## src/rtl/rom_burst_reader.sv

```systemverilog
// Burst read sequencer for the 1 KB OpenROM macro: issues credit-gated reads and streams bytes out.
// Optional burst checksum enabled by defining ROM_BURST_CHECKSUM_EN.
module rom_burst_reader #(
    parameter int ADDR_WIDTH = 10,
    parameter int DATA_WIDTH = 8,
    parameter int LEN_WIDTH  = 11,
    parameter int FIFO_DEPTH = 4
) (
    input  logic                  clk,
    input  logic                  rst_n,
    input  logic                  start,
    input  logic [ADDR_WIDTH-1:0] start_addr,
    input  logic [LEN_WIDTH-1:0]  length,
    output logic                  busy,
    output logic                  done,
    output logic                  rom_cs,
    output logic [ADDR_WIDTH-1:0] rom_addr,
    input  logic [DATA_WIDTH-1:0] rom_dout,
    output logic                  out_valid,
    output logic [DATA_WIDTH-1:0] out_data,
    output logic                  out_last,
    input  logic                  out_ready,
    output logic [15:0]           checksum
);
    localparam int PW = $clog2(FIFO_DEPTH);
    localparam int CW = PW + 1;

    typedef enum logic [1:0] {IDLE, READ, DRAIN, DONE} state_t;

    state_t                state;
    logic [ADDR_WIDTH-1:0] next_addr;
    logic [LEN_WIDTH-1:0]  to_issue;
    logic                  inflight_last;

    logic [DATA_WIDTH-1:0] fifo_data [FIFO_DEPTH];
    logic [FIFO_DEPTH-1:0] fifo_last;
    logic [PW-1:0]         wr_ptr;
    logic [PW-1:0]         rd_ptr;
    logic [CW-1:0]         count;
    logic [CW-1:0]         count_after;
    logic                  push;
    logic                  pop;
    logic                  credit;

    // A read in flight always lands in the FIFO at the end of its cycle, so credit
    // is judged on the occupancy after this edge's push/pop.
    assign push        = rom_cs;
    assign pop         = out_valid & out_ready;
    assign count_after = count + CW'(push) - CW'(pop);
    assign credit      = count_after < CW'(FIFO_DEPTH);

    assign out_valid = (count != '0);
    assign out_data  = fifo_data[rd_ptr];
    assign out_last  = out_valid & fifo_last[rd_ptr];

    always_ff @(posedge clk or negedge rst_n) begin
        if (!rst_n) begin
            state         <= IDLE;
            busy          <= 1'b0;
            done          <= 1'b0;
            rom_cs        <= 1'b0;
            rom_addr      <= '0;
            next_addr     <= '0;
            to_issue      <= '0;
            inflight_last <= 1'b0;
        end else begin
            done   <= 1'b0;
            rom_cs <= 1'b0;
            case (state)
                IDLE: begin
                    if (start) begin
                        if (length == '0) begin
                            state <= DONE;
                            done  <= 1'b1;
                        end else begin
                            busy          <= 1'b1;
                            rom_cs        <= 1'b1;
                            rom_addr      <= start_addr;
                            next_addr     <= start_addr + ADDR_WIDTH'(1);
                            to_issue      <= length - LEN_WIDTH'(1);
                            inflight_last <= (length == LEN_WIDTH'(1));
                            state         <= (length == LEN_WIDTH'(1)) ? DRAIN : READ;
                        end
                    end
                end
                READ: begin
                    if (credit) begin
                        rom_cs        <= 1'b1;
                        rom_addr      <= next_addr;
                        next_addr     <= next_addr + ADDR_WIDTH'(1);
                        to_issue      <= to_issue - LEN_WIDTH'(1);
                        inflight_last <= (to_issue == LEN_WIDTH'(1));
                        if (to_issue == LEN_WIDTH'(1)) begin
                            state <= DRAIN;
                        end
                    end
                end
                DRAIN: begin
                    if (pop && out_last) begin
                        state <= DONE;
                        busy  <= 1'b0;
                        done  <= 1'b1;
                    end
                end
                DONE: begin
                    state <= IDLE;
                end
                default: begin
                    state <= IDLE;
                end
            endcase
        end
    end

    // ROM data is only captured in the cycle after an issued read; idle cycles carry X.
    always_ff @(posedge clk or negedge rst_n) begin
        if (!rst_n) begin
            for (int i = 0; i < FIFO_DEPTH; i++) begin
                fifo_data[i] <= '0;
            end
            fifo_last <= '0;
            wr_ptr    <= '0;
            rd_ptr    <= '0;
            count     <= '0;
        end else begin
            if (push) begin
                fifo_data[wr_ptr] <= rom_dout;
                fifo_last[wr_ptr] <= inflight_last;
                wr_ptr            <= wr_ptr + PW'(1);
            end
            if (pop) begin
                rd_ptr <= rd_ptr + PW'(1);
            end
            count <= count_after;
        end
    end

`ifdef ROM_BURST_CHECKSUM_EN
    always_ff @(posedge clk or negedge rst_n) begin
        if (!rst_n) begin
            checksum <= '0;
        end else if (state == IDLE && start) begin
            checksum <= '0;
        end else if (pop) begin
            checksum <= checksum + 16'(out_data);
        end
    end
`else
    assign checksum = '0;
`endif

endmodule
```

## config.mk

```make
export PLATFORM = sky130hd
export DESIGN_NAME = rom_burst_reader
export DESIGN_NICKNAME = d
export VERILOG_FILES = /design/src/rtl/rom_burst_reader.sv
export SDC_FILE = /design/constraint.sdc
export NUM_CORES = 1
export LEC_CHECK = 0
export CAP_MARGIN = 5
export CORE_UTILIZATION = 57
export DETAILED_ROUTE_END_ITERATION = 6
export PLACE_DENSITY = 0.84
export SLEW_MARGIN = 20
export SYNTH_ARGS = -nofsm -noshare
export SYNTH_HDL_FRONTEND = slang
export SYNTH_SLANG_ARGS = --single-unit
```

## constraint.sdc

```tcl
create_clock -name clk -period 9.7 [get_ports clk]
set_clock_uncertainty 0.2 [all_clocks]
set_input_delay 2.91 -clock clk [delete_from_list [all_inputs] [get_ports clk]]
set_output_delay 2.91 -clock clk [all_outputs]
set_load 0.01 [all_outputs]
```

# Word level (Yosys, flattened, before mapping)
# Cells that the tools add are included.
[op_classes]
bitwise = 4
reduce_logical = 11
n_eq_ne = 10
add_sub_neg = 8
muxes = 46
n_lt_le_gt_ge = 7
[ops]
columns = ["cell", "n"]
rows = [
  ["2-to-1 mux 10 bit", 6],
  ["one-hot mux 10 bit (2 select lines)", 2],
  ["2-to-1 mux 11 bit", 3],
  ["bitwise mux 32 bit", 1],
  ["2-to-1 mux 8 bit", 3],
  ["== test 11 x 1 -> 1 bit (second input constant)", 2],
  ["one-hot mux 11 bit (2 select lines)", 1],
  ["subtractor 11 x 1 -> 11 bit (second input constant)", 2],
  ["adder 10 x 1 -> 10 bit (second input constant)", 2],
  ["binary-select mux 8 bit (select 2 bit)", 1],
  ["demux 8 bit (select 2 bit)", 1],
  ["2-to-1 mux 1 bit", 14],
  ["2-to-1 mux 2 bit", 6],
  ["AND reduction 4 bit", 3],
  ["zero test 11 bit", 1],
  ["inequality test 2 bit (second input constant)", 5],
  ["one-hot mux 1 bit (2 select lines)", 4],
  ["one-hot mux 2 bit (4 select lines)", 1],
  ["greater-or-equal comparator 3 bit (second input constant)", 2],
  ["less-than comparator 2 x 3 -> 1 bit (second input constant)", 2],
  ["inverter 2 -> 3 bit", 2],
  ["adder 2 x 1 -> 2 bit (second input constant)", 2],
  ["bitwise mux 4 bit", 1],
  ["== test 2 bit (second input constant)", 2],
  ["13 further kinds", 17],
]
[word_totals]
out_inout_bits = 39
reg_bits = 80

# Depth between registers and ports, before layout
# Gate-level depths: netlist of the first run.
[logic_depth]
word_depth = 6
depth_mapped = 14
ltp_nobuf = 11

# Worst setup path before layout of the first run
# No wires, ideal clock.
[synth_path]
kind = "input to register"
startpoint = "input out_ready"
endpoint = "register next_addr[4]"
path_stages = 12
arrival_time_ns = 5.325
setup_time_ns = 0.120
path_slack_ns = 4.054
t_required_ns = 9.380
cell_sequence = "and2_0 clkbuf_1 ha_1 inv_1 ha_1 fa_1 xor3_1 mux2_2 nor2b_1 buf_6 buf_6 o211a_1"
[synth_via]
elab_chain_len = 5
[synth_lines]
columns = ["item", "line", "text"]
rows = [
  ["start, declared", "22", "input logic out_ready,"],
  ["AND 1 bit", "48", "assign pop = out_valid & out_ready;"],
  ["via pop", "42", "logic pop;"],
  ["subtractor 3 x 1 -> 3 bit", "49", "assign count_after = count + CW'(push) - CW'(pop);"],
  ["less-than comparator 3 bit", "50", "assign credit = count_after < CW'(FIFO_DEPTH);"],
  ["inequality test 2 bit (no source line)", "--", ""],
  ["AND reduction 4 bit (no source line)", "--", ""],
  ["end signal, assigned", "79", "next_addr <= start_addr + ADDR_WIDTH'(1);"],
  ["end signal, assigned", "90", "next_addr <= next_addr + ADDR_WIDTH'(1);"],
  ["end, declared", "31", "logic [ADDR_WIDTH-1:0] next_addr;"],
]
# The timed path passes the listed nets, and every way through them passes these cells.
# A chain may end at the register's enable or synchronous reset.

# Worst setup path in the final report of the first run
[layout_path]
startpoint = "input out_ready"
endpoint = "register to_issue[3]"
[layout_via]
elab_chain_len = 5
[layout_lines]
columns = ["item", "line", "text"]
rows = [
  ["AND 1 bit", "48", ""],
  ["subtractor 3 x 1 -> 3 bit", "49", ""],
  ["less-than comparator 3 bit", "50", ""],
  ["inequality test 2 bit (no source line)", "--", ""],
  ["AND reduction 4 bit (no source line)", "--", ""],
  ["end signal, assigned", "80", "to_issue <= length - LEN_WIDTH'(1);"],
  ["end signal, assigned", "91", "to_issue <= to_issue - LEN_WIDTH'(1);"],
  ["end, declared", "32", "logic [LEN_WIDTH-1:0] to_issue;"],
]
# No other way between the ends.

==> flow_summary.toml, run 1 <==
[setup_path]
critPathKind = "input pin to register"
required_ps = 9790
reg2reg_depth = 11
cp.arrival_ps = 6360
start_kind = "input pin"
endpoint_kind = "register"
critical_path.max_fanout = 20

[route]
dr.pass1.iters = 4
wl_met3_um = 521
met2_length_um = 4930
wl_um = 9612
vias = 3482
ant_nets = 0
drtIter0Drc = 166
drt-wirelength-per-cell_um = 16.21
drc_errors = 0
via_per_inst = 5.872
dr.max_layer_used = "met4"
wl_met1_um = 4082

[clocking]
cts-root-buf = "clkbuf_8"
ctsHoldBuffers = 0
post_cts_buffers = 0
htree_levels = 3
clk_pin_slew_ps = 90
tritoncts = "done"
clockBufferDepth = 2
clock_latency_ps = 350
cts-resized-gates = 0
cts.sinks = 80
numCtsBuffers = 9

[power_and_ir_drop]
p_leak_nw = 2.307
p_switching_mw = 0.7419
p_int_mw = 1.091
cellPowerDensity_nw_per_um2 = 342.7
p_comb_share_pct = 51.4
clockPowerShare_pct = 12.8
pwr-share-seq_pct = 35.8
irDropWorstVdd_uv = 169.5
design_power_total_mw = 1.833
switching_share_pct = 40.47

[sta]
finalSetupTns_ps = 0
rsz0062_at_grt = "false"
min_period_ps = 6272
whs_ps = 283.3
drv_slew = 0
maxClockFrequency_mhz = 159.4
layout_setup_ws_ps = 3428
min_period_over_period_pct = 64.66
slew-limit-headroom_pct = 30.75
setup_viol = 0
tightest_slew_ps = 1029
hold_viol_final = 0

[yosys]
ys_types = 61
synth_top_area_share_pct = 43.28
syn_inst = 438
synth_ff_type = "dfrtp_1"
synth_fa_ha_area_share_pct = 4.220
synth_top_family_by_area = "multiplexers"
ys_ff_latch = 80
syn-mean-instance-area_um2 = 10.56
ys_async_sr_fraction_pct = 100.0
synth-edff-count = 0
netlist_area_um2 = 4626
synthTopCellsByArea = "dfrtp_1, mux2_2, mux4_2"
synthSimpleGateAreaFrac_pct = 16.04
synth_compound_area_share_pct = 10.31
synthXorXnorAreaFrac_pct = 3.165
synth.area.mux_share_pct = 16.53
ys_warn_count = 0
seq_area_frac_synth_pct = 43.28
yosys.area.top_type = "dfrtp_1"

[place]
place.gp.congestion = 0.8771
post_dp_cell_area_um2 = 5151
port_buffers = 55
hpwl_um = 6832
dpl_worst_slack_ps = 2881

[floorplan]
io_pins = 72
die_y_um = 92.09
die-area_um2 = 8480
start_util_pct = 59.25
die_w_um = 92.09
core_um2 = 7807
rows = 32

[global_route]
antenna_found_initial = 0
grt_pass1_wl_um = 16390
grtUsageTotal_pct = 24.69
grt_pass1_vias = 3421
grt_max_degree = 81
overflow = 0

[worst_hold_path]
holdCritPathClass = "register to register"
whs_path_depth = 2

[layout]
layout-drive-gt1-share_pct = 15.48
final_area_um2 = 5349
synthToLayoutAreaGrowth_pct = 15.63
layout.nets = 534
antenna_cells = 0
nFillCells = 579

[run_status]
status = "finished clean"

[run]
cap_viol_max_count = 0
[power groups by stage]
stage | clock network, mW | logic [mW] | registers, mW
floorplan | 0 | 0.708 | 0.613
global placement | 0 | 0.893 | 0.648
detailed placement | 0 | 0.940 | 0.662
CTS | 0.240 | 0.944 | 0.656
global route | 0.255 | 1.04 | 0.681
finish | 0.235 | 0.942 | 0.657
[worst paths after layout]
kind	start	end	slack, ps
max	out_ready	to_issue[3]	3430
max reg2reg	count[1]	to_issue[3]	5530
min reg2reg	rom_addr[4]	rom_addr[4]	280
min	rom_addr[4]	rom_addr[4]	280
min in group asynchronous	rst_n	rd_ptr[1]	2370
max in group asynchronous	rst_n	fifo_data[19]	6440
[cells in the mapped netlist (10+ instances only)]
cell,number
nand4_1,13
dfrtp_1,80
mux2i_1,10
buf_4,17
nor2_1,18
ha_1,14
inv_1,21
a21oi_1,16
mux2_2,41
clkbuf_1,10
o21ai_0,12
nand2_1,46
nor3_1,14
[cell families (layout without fill, tap and decap cells)]
kind of cell    after synthesis  count (layout)
flops                        80              80
fa+ha+maj                    15              15
simple gates                142             142
mux                          60              60
xor+xnor                     15              15
compound gates               70              70
other cells                   1              16
buf+inv                      55              93
[flip-flops by register name, indices dropped and copies added, names as in the netlist]
name / cells
fifo_data: 32
to_issue: 11
next_addr: 10
rom_addr: 10
fifo_last: 4
count: 3
rd_ptr: 2
state: 2
wr_ptr: 2
busy: 1
done: 1
inflight_last: 1
rom_cs: 1
[placed cells by master (no fill, tap or decap), types with 7 or more instances in the layout]
master and n:
clkbuf_8 10, inv_1 21, nor3_1 14, o21ai_0 12
ha_1 14, mux2i_1 10, a21oi_1 16, mux4_2 9
clkdlybuf4s50_1 54, mux2_2 41, nand3_1 9, nor2_1 18
xor2_1 8, conb_1 16, nand2_1 46, nand4_1 13
dfrtp_1 80, o22ai_1 7
[through the flow]
stage	std cells	utilization (%)
2_1_floorplan	453	-
3_3_place_gp	577	65.98
3_5_place_dp	577	65.98
4_1_cts	593	68.40
5_1_grt	593	68.51
6_report	593	68.51
[final cells by class]
type	count	area [um2]	area share, %
multi-input cells	318	2392	44.73
repair buffers	56	559.3	10.46
flip-flops and latches	80	2002	37.43
clock inverters	6	51.30	0.9591
inverters	21	78.83	1.474
well taps	102	127.6	2.386
clock buffers	10	137.6	2.573
[routing by layer]
layer	up-vias	GRT usage, %
met3	9	4.643
li1	1651	-
met1	1713	32.06
met4	0	7.552
met5	-	0
met2	109	41.92
[critical path, stage by stage]
cell and delay (ps):
clkdlybuf4s50_1 400, and2_0 210, ha_1 300, inv_1 40, ha_1 190, fa_1 370, xor3_1 550, mux2_2 260
nand2b_1 410, or4_1 620, nand3_1 90
No activity file was read; power rests on OpenSTA's default activity.
==> run 2: changes to the inputs <==
--- a/config.mk
+++ b/config.mk
@@ -6,9 +6,9 @@
 export NUM_CORES = 1
 export LEC_CHECK = 0
 export CAP_MARGIN = 5
-export CORE_UTILIZATION = 57
+export CORE_UTILIZATION = 54
 export DETAILED_ROUTE_END_ITERATION = 6
-export PLACE_DENSITY = 0.84
+export PLACE_DENSITY = 0.8
 export SLEW_MARGIN = 20
 export SYNTH_ARGS = -nofsm -noshare
 export SYNTH_HDL_FRONTEND = slang
==> constraint.sdc (replaced) <==
create_clock -name clk -period 5.78 [get_ports clk]
set_clock_uncertainty 0.2 [all_clocks]
set_input_delay 1.734 -clock clk [delete_from_list [all_inputs] [get_ports clk]]
set_output_delay 1.734 -clock clk [all_outputs]
set_load 0.01 [all_outputs]
==> run 2 against run 1 <==
  * Setup slack lost 2500 ps
  * Largest cell class unchanged
  * Sequential share of layout area shrank 0.36 points
  * Clock power up 98%
  * Core utilization fell by 3.1 points
  * Combinational power is 68% higher
  * Count of clock-buffer cells in the layout did not move
  * Sequential power rose by 67%
  * Final area rose by 0.98%
  * Critical path type unchanged
  * Power increased by 72%
  * Critical endpoint is now next_addr[4]
  * Routed wire length decreased by 0.43%
==> flow_summary.toml, run 2 (synthesis gave the netlist of run 1 again) <==
[setup_path]
crit_end = "next_addr[4]"
worst-r2r-setup-slack_ps = 1830
critPathKind = "input pin to register"
cp.arrival_ps = 4920
required_ps = 5810
startpoint = "out_ready"
regToRegEndpoint = "next_addr[4]"
reg2reg_depth = 12
start_kind = "input pin"
critical_path.max_fanout = 19
endpoint_kind = "register"
r2r_start = "count[2]"

[sta]
setup_viol = 0
slew-limit-headroom_pct = 35.81
min_period_ps = 4894
rsz0062_at_grt = "false"
hold_viol_final = 0
finalSetupTns_ps = 0
maxClockFrequency_mhz = 204.3
min_period_over_period_pct = 84.67
layout_setup_ws_ps = 886.2
tightest_slew_ps = 954.0
drv_slew = 0

[route]
vias = 3480
wl_um = 9571
via_per_inst = 5.819
dr.pass1.iters = 6
drtIter0Drc = 191
drc_errors = 0
drt-wirelength-per-cell_um = 16.01
ant_nets = 0

[floorplan]
rows = 33
die-area_um2 = 8941
io_pins = 72
start_util_pct = 56.02
die_y_um = 94.56
die_w_um = 94.56
core_um2 = 8258

[layout]
synthToLayoutAreaGrowth_pct = 16.77
antenna_cells = 0
reg_top3 = "fifo_data: 32 flops, to_issue: 11 flops"
layout_commonest_cell = "dfrtp_1"
layoutNonFillerInstCount = 598
final_util_pct = 65.41
largest_register_ffs = 32
nFillCells = 667
layout.nets = 536
mostFrequentLayoutCells = "dfrtp_1, clkdlybuf4s50_1, nand2_1"
layout-drive-gt1-share_pct = 15.82
final_area_um2 = 5401
top_register = "fifo_data"

[power_and_ir_drop]
cellPowerDensity_nw_per_um2 = 582.5
p_leak_nw = 2.327
irDropWorstVdd_uv = 370.0

[clocking]
htree_levels = 3
numCtsBuffers = 9
cts-root-buf = "clkbuf_8"
cts-resized-gates = 0
tritoncts = "done"
cts.sinks = 80
clock_latency_ps = 350
post_cts_buffers = 0
ctsHoldBuffers = 0
clk_pin_slew_ps = 80
clockBufferDepth = 2

[run_status]
status = "finished clean"

[worst_hold_path]
holdCritPathClass = "register to register"

[global_route]
grt_max_degree = 81
grt_pass1_wl_um = 16310
antenna_found_initial = 0
grt_pass1_vias = 3404
grtUsageTotal_pct = 23.58
overflow = 0

[place]
dpl_worst_slack_ps = 541.7
dp.cells = 582
place.gp.congestion = 0.8873
hpwl_um = 6720
port_buffers = 55
post_dp_cell_area_um2 = 5170

[run]
cap_viol_max_count = 0
## run 2: metal layers
layer  track usage [%]  part of all wire, %  vias to the layer above
met5                 0                    0                        -
met4             6.061                  1.1                        0
met3             4.428                  4.5                       13
met2             38.10                   48                      105
met1             32.79                   46                     1702
li1                  -                    -                     1660
## run 2: worst max-delay path: stages
cell and delay, ps:
clkdlybuf4s50_1 410, and2_0 200, ha_1 300, inv_1 40
ha_1 180, fa_1 360, xor3_1 520, mux2_2 230
nor2b_2 360, buf_4 310, nand4_1 110, o211a_1 160
## run 2: worst min path at each step
stage / endpoint / cells after the start / slack [ps] / from
after floorplan: to_issue[8] / 1 / 250 / to_issue[8]
after global placement: rom_addr[1] / 2 / 270 / rom_addr[1]
after detailed placement: rom_addr[4] / 2 / 270 / rom_addr[4]
after CTS: to_issue[8] / 1 / 290 / to_issue[8]
after global routing: fifo_last[2] / 1 / 320 / fifo_last[2]
final: to_issue[8] / 1 / 290 / to_issue[8]
## run 2: layout make-up
class	instances	area, um2	area share [%]
repair buffers	58	574.3	10.63
multi-input cells	318	2387	44.20
clock buffers	10	137.6	2.548
clock inverters	6	90.09	1.668
inverters	21	78.83	1.459
well taps	105	131.4	2.432
flip-flops and latches	80	2002	37.06
## run 2: report_power, final
group          switching (mW)  internal, mW  total [mW]
Sequential              0.247         0.854        1.10
Clock                   0.208         0.257       0.465
Combinational           0.767         0.813        1.58
Total                    1.22          1.92        3.15
## run 2: through the flow
| stage | power (mW) | hold WS [ps] |
|---|---|---|
| after global routing | 3.408 | 317.5 |
| after detailed placement | 2.695 | 273.5 |
| after CTS | 3.167 | 286.0 |
| after floorplan | 2.216 | 249.3 |
| final | 3.147 | 287.4 |
| after global placement | 2.614 | 268.0 |
==> run 3: changes to the inputs <==
--- a/config.mk
+++ b/config.mk
@@ -6,9 +6,9 @@
 export NUM_CORES = 1
 export LEC_CHECK = 0
 export CAP_MARGIN = 5
-export CORE_UTILIZATION = 54
+export CORE_UTILIZATION = 49
 export DETAILED_ROUTE_END_ITERATION = 6
-export PLACE_DENSITY = 0.8
+export PLACE_DENSITY = 0.77
 export SLEW_MARGIN = 20
 export SYNTH_ARGS = -nofsm -noshare
 export SYNTH_HDL_FRONTEND = slang
==> constraint.sdc (replaced) <==
create_clock -name clk -period 4.2 [get_ports clk]
set_clock_uncertainty 0.2 [all_clocks]
set_input_delay 1.26 -clock clk [delete_from_list [all_inputs] [get_ports clk]]
set_output_delay 1.26 -clock clk [all_outputs]
set_load 0.01 [all_outputs]
==> run 3 against run 2 <==
  * Cell count is 3.5% higher
  * First-iteration DRC count decreased by 14%
  * Clock power grew 33%
  * Critical path depth unchanged
  * Final area grew 2.0%
  * Setup slack got worse by 770 ps
  * Count of clock-buffer cells in the layout down 1
  * Die area increased by 10%
  * Sequential power rose by 36%
  * Global-route usage is 2.0 points lower
  * Largest power group unchanged
==> flow_summary.toml, run 3 (synthesis gave the netlist of run 1 again) <==
[layout]
synthToLayoutAreaGrowth_pct = 19.12
reg_top3 = "fifo_data: 32 flops, to_issue: 11 flops"
layout-drive-gt1-share_pct = 18.31
largest_register_ffs = 32
layout_commonest_cell = "dfrtp_1"
nFillCells = 781
antenna_cells = 0
mostFrequentLayoutCells = "dfrtp_1, clkdlybuf4s50_1, nand2_1"
top_register = "fifo_data"
final_util_pct = 59.92
layout.nets = 551

[sta]
rsz0062_at_grt = "false"
setup_viol = 0
hold_viol_final = 0
whs_ps = 294.3
min_period_ps = 4080
layout_setup_ws_ps = 119.7
slew-limit-headroom_pct = 49.35
drv_slew = 0
min_period_over_period_pct = 97.15
tightest_slew_ps = 756.9
maxClockFrequency_mhz = 245.1

[global_route]
grtUsageMet2_pct = 36.31
grt_pass1_vias = 3563
grt_pass1_wl_um = 16880
antenna_found_initial = 0
overflow = 0
grt_max_degree = 81
grtUsageTotal_pct = 21.60
met1_usage_pct = 28.97
busiest_layer = "met2"
grt_use_met3_pct = 3.795

[route]
ant_nets = 0
via_per_inst = 5.871
dr.pass1.iters = 5
drtIter0Drc = 165
drc_errors = 0
vias = 3634
wl_um = 10240
drt-wirelength-per-cell_um = 16.54

[setup_path]
required_ps = 4250
endpoint_kind = "register"
cp.arrival_ps = 4130
critical_path.max_fanout = 6
start_kind = "input pin"
critPathKind = "input pin to register"

[clocking]
clk_pin_slew_ps = 90
tritoncts = "done"
ctsHoldBuffers = 0
numCtsBuffers = 9
htree_levels = 3
clock_latency_ps = 350
clockBufferDepth = 2
cts.sinks = 80
cts-root-buf = "clkbuf_8"

[power_and_ir_drop]
p_leak_nw = 2.393
irDropWorstVdd_uv = 464.7
cellPowerDensity_nw_per_um2 = 821.7

[place]
dpl_worst_slack_ps = -745.4
hpwl_um = 6967
port_buffers = 55
place.gp.congestion = 0.9164

[worst_hold_path]
holdCritPathClass = "register to register"

[floorplan]
rows = 35
die-area_um2 = 9833
die_w_um = 99.16
core_um2 = 9196
die_y_um = 99.16
io_pins = 72
start_util_pct = 50.30

[run]
cap_viol_max_count = 0

[run_status]
status = "finished clean"
[run 3: power by group]
part | leakage [nW] | internal [mW] | switching [mW]
Clock | 0.104 | 0.289 | 0.328
Combinational | 1.35 | 1.25 | 1.16
Sequential | 0.942 | 1.18 | 0.329
Total | 2.39 | 2.71 | 1.81
[run 3: worst max-delay path, cell delays in order]
cell,delay [ps]
clkdlybuf4s50_1,410
and2_0,170
ha_1,280
inv_1,40
ha_1,180
fa_1,360
xor3_1,400
buf_4,150
nand4_1,110
a222oi_1,270
buf_4,180
mux2_2,320
[run 3: path summary, 6_finish.rpt]
kind                                to  cells after the start  slack [ps]   startpoint
min                        rom_addr[3]                      2         290  rom_addr[3]
min reg2reg                rom_addr[3]                      2         290  rom_addr[3]
max reg2reg                   state[1]                     12         590     count[2]
min in group asynchronous     count[1]                      1         710        rst_n
max                           state[1]                     12         120    out_ready
max in group asynchronous    wr_ptr[0]                      1        2580        rst_n
[run 3: cell type report]
class	count	area, um2	share of cell area [%]
Multi-Input combinational cell	319	2401	43.57
Inverter	21	78.83	1.431
Clock inverter	7	86.33	1.567
Sequential cell	80	2002	36.33
Tap cell	111	138.9	2.520
Clock buffer	9	123.9	2.248
Timing Repair Buffer	72	679.4	12.33
[run 3: what timing repair did]
action / CTS / global route
gates cloned: 0 / 1
setup buffers: 0 / 1
gates resized for setup: 1 / 0
endpoints found under the setup margin: 19 / 12
pin swaps: 0 / 1
[run 3: metal layers]
metal	share of wire (%)	routed length, um
met4	0.94	96
met5	0	0
met3	4.7	478
met2	49	5036
met1	45	4625
[run 3: per-stage QoR]
step / cells / setup TNS [ps] / area (um2) / power (mW)
floorplan: 453 / 0 / 4682 / 3.050
global placement: 601 / -10040 / 5275 / 3.752
detailed placement: 601 / -12490 / 5275 / 3.854
CTS: 617 / 0 / 5490 / 4.493
global route: 619 / 0 / 5510 / 4.847
finish: 619 / 0 / 5510 / 4.528
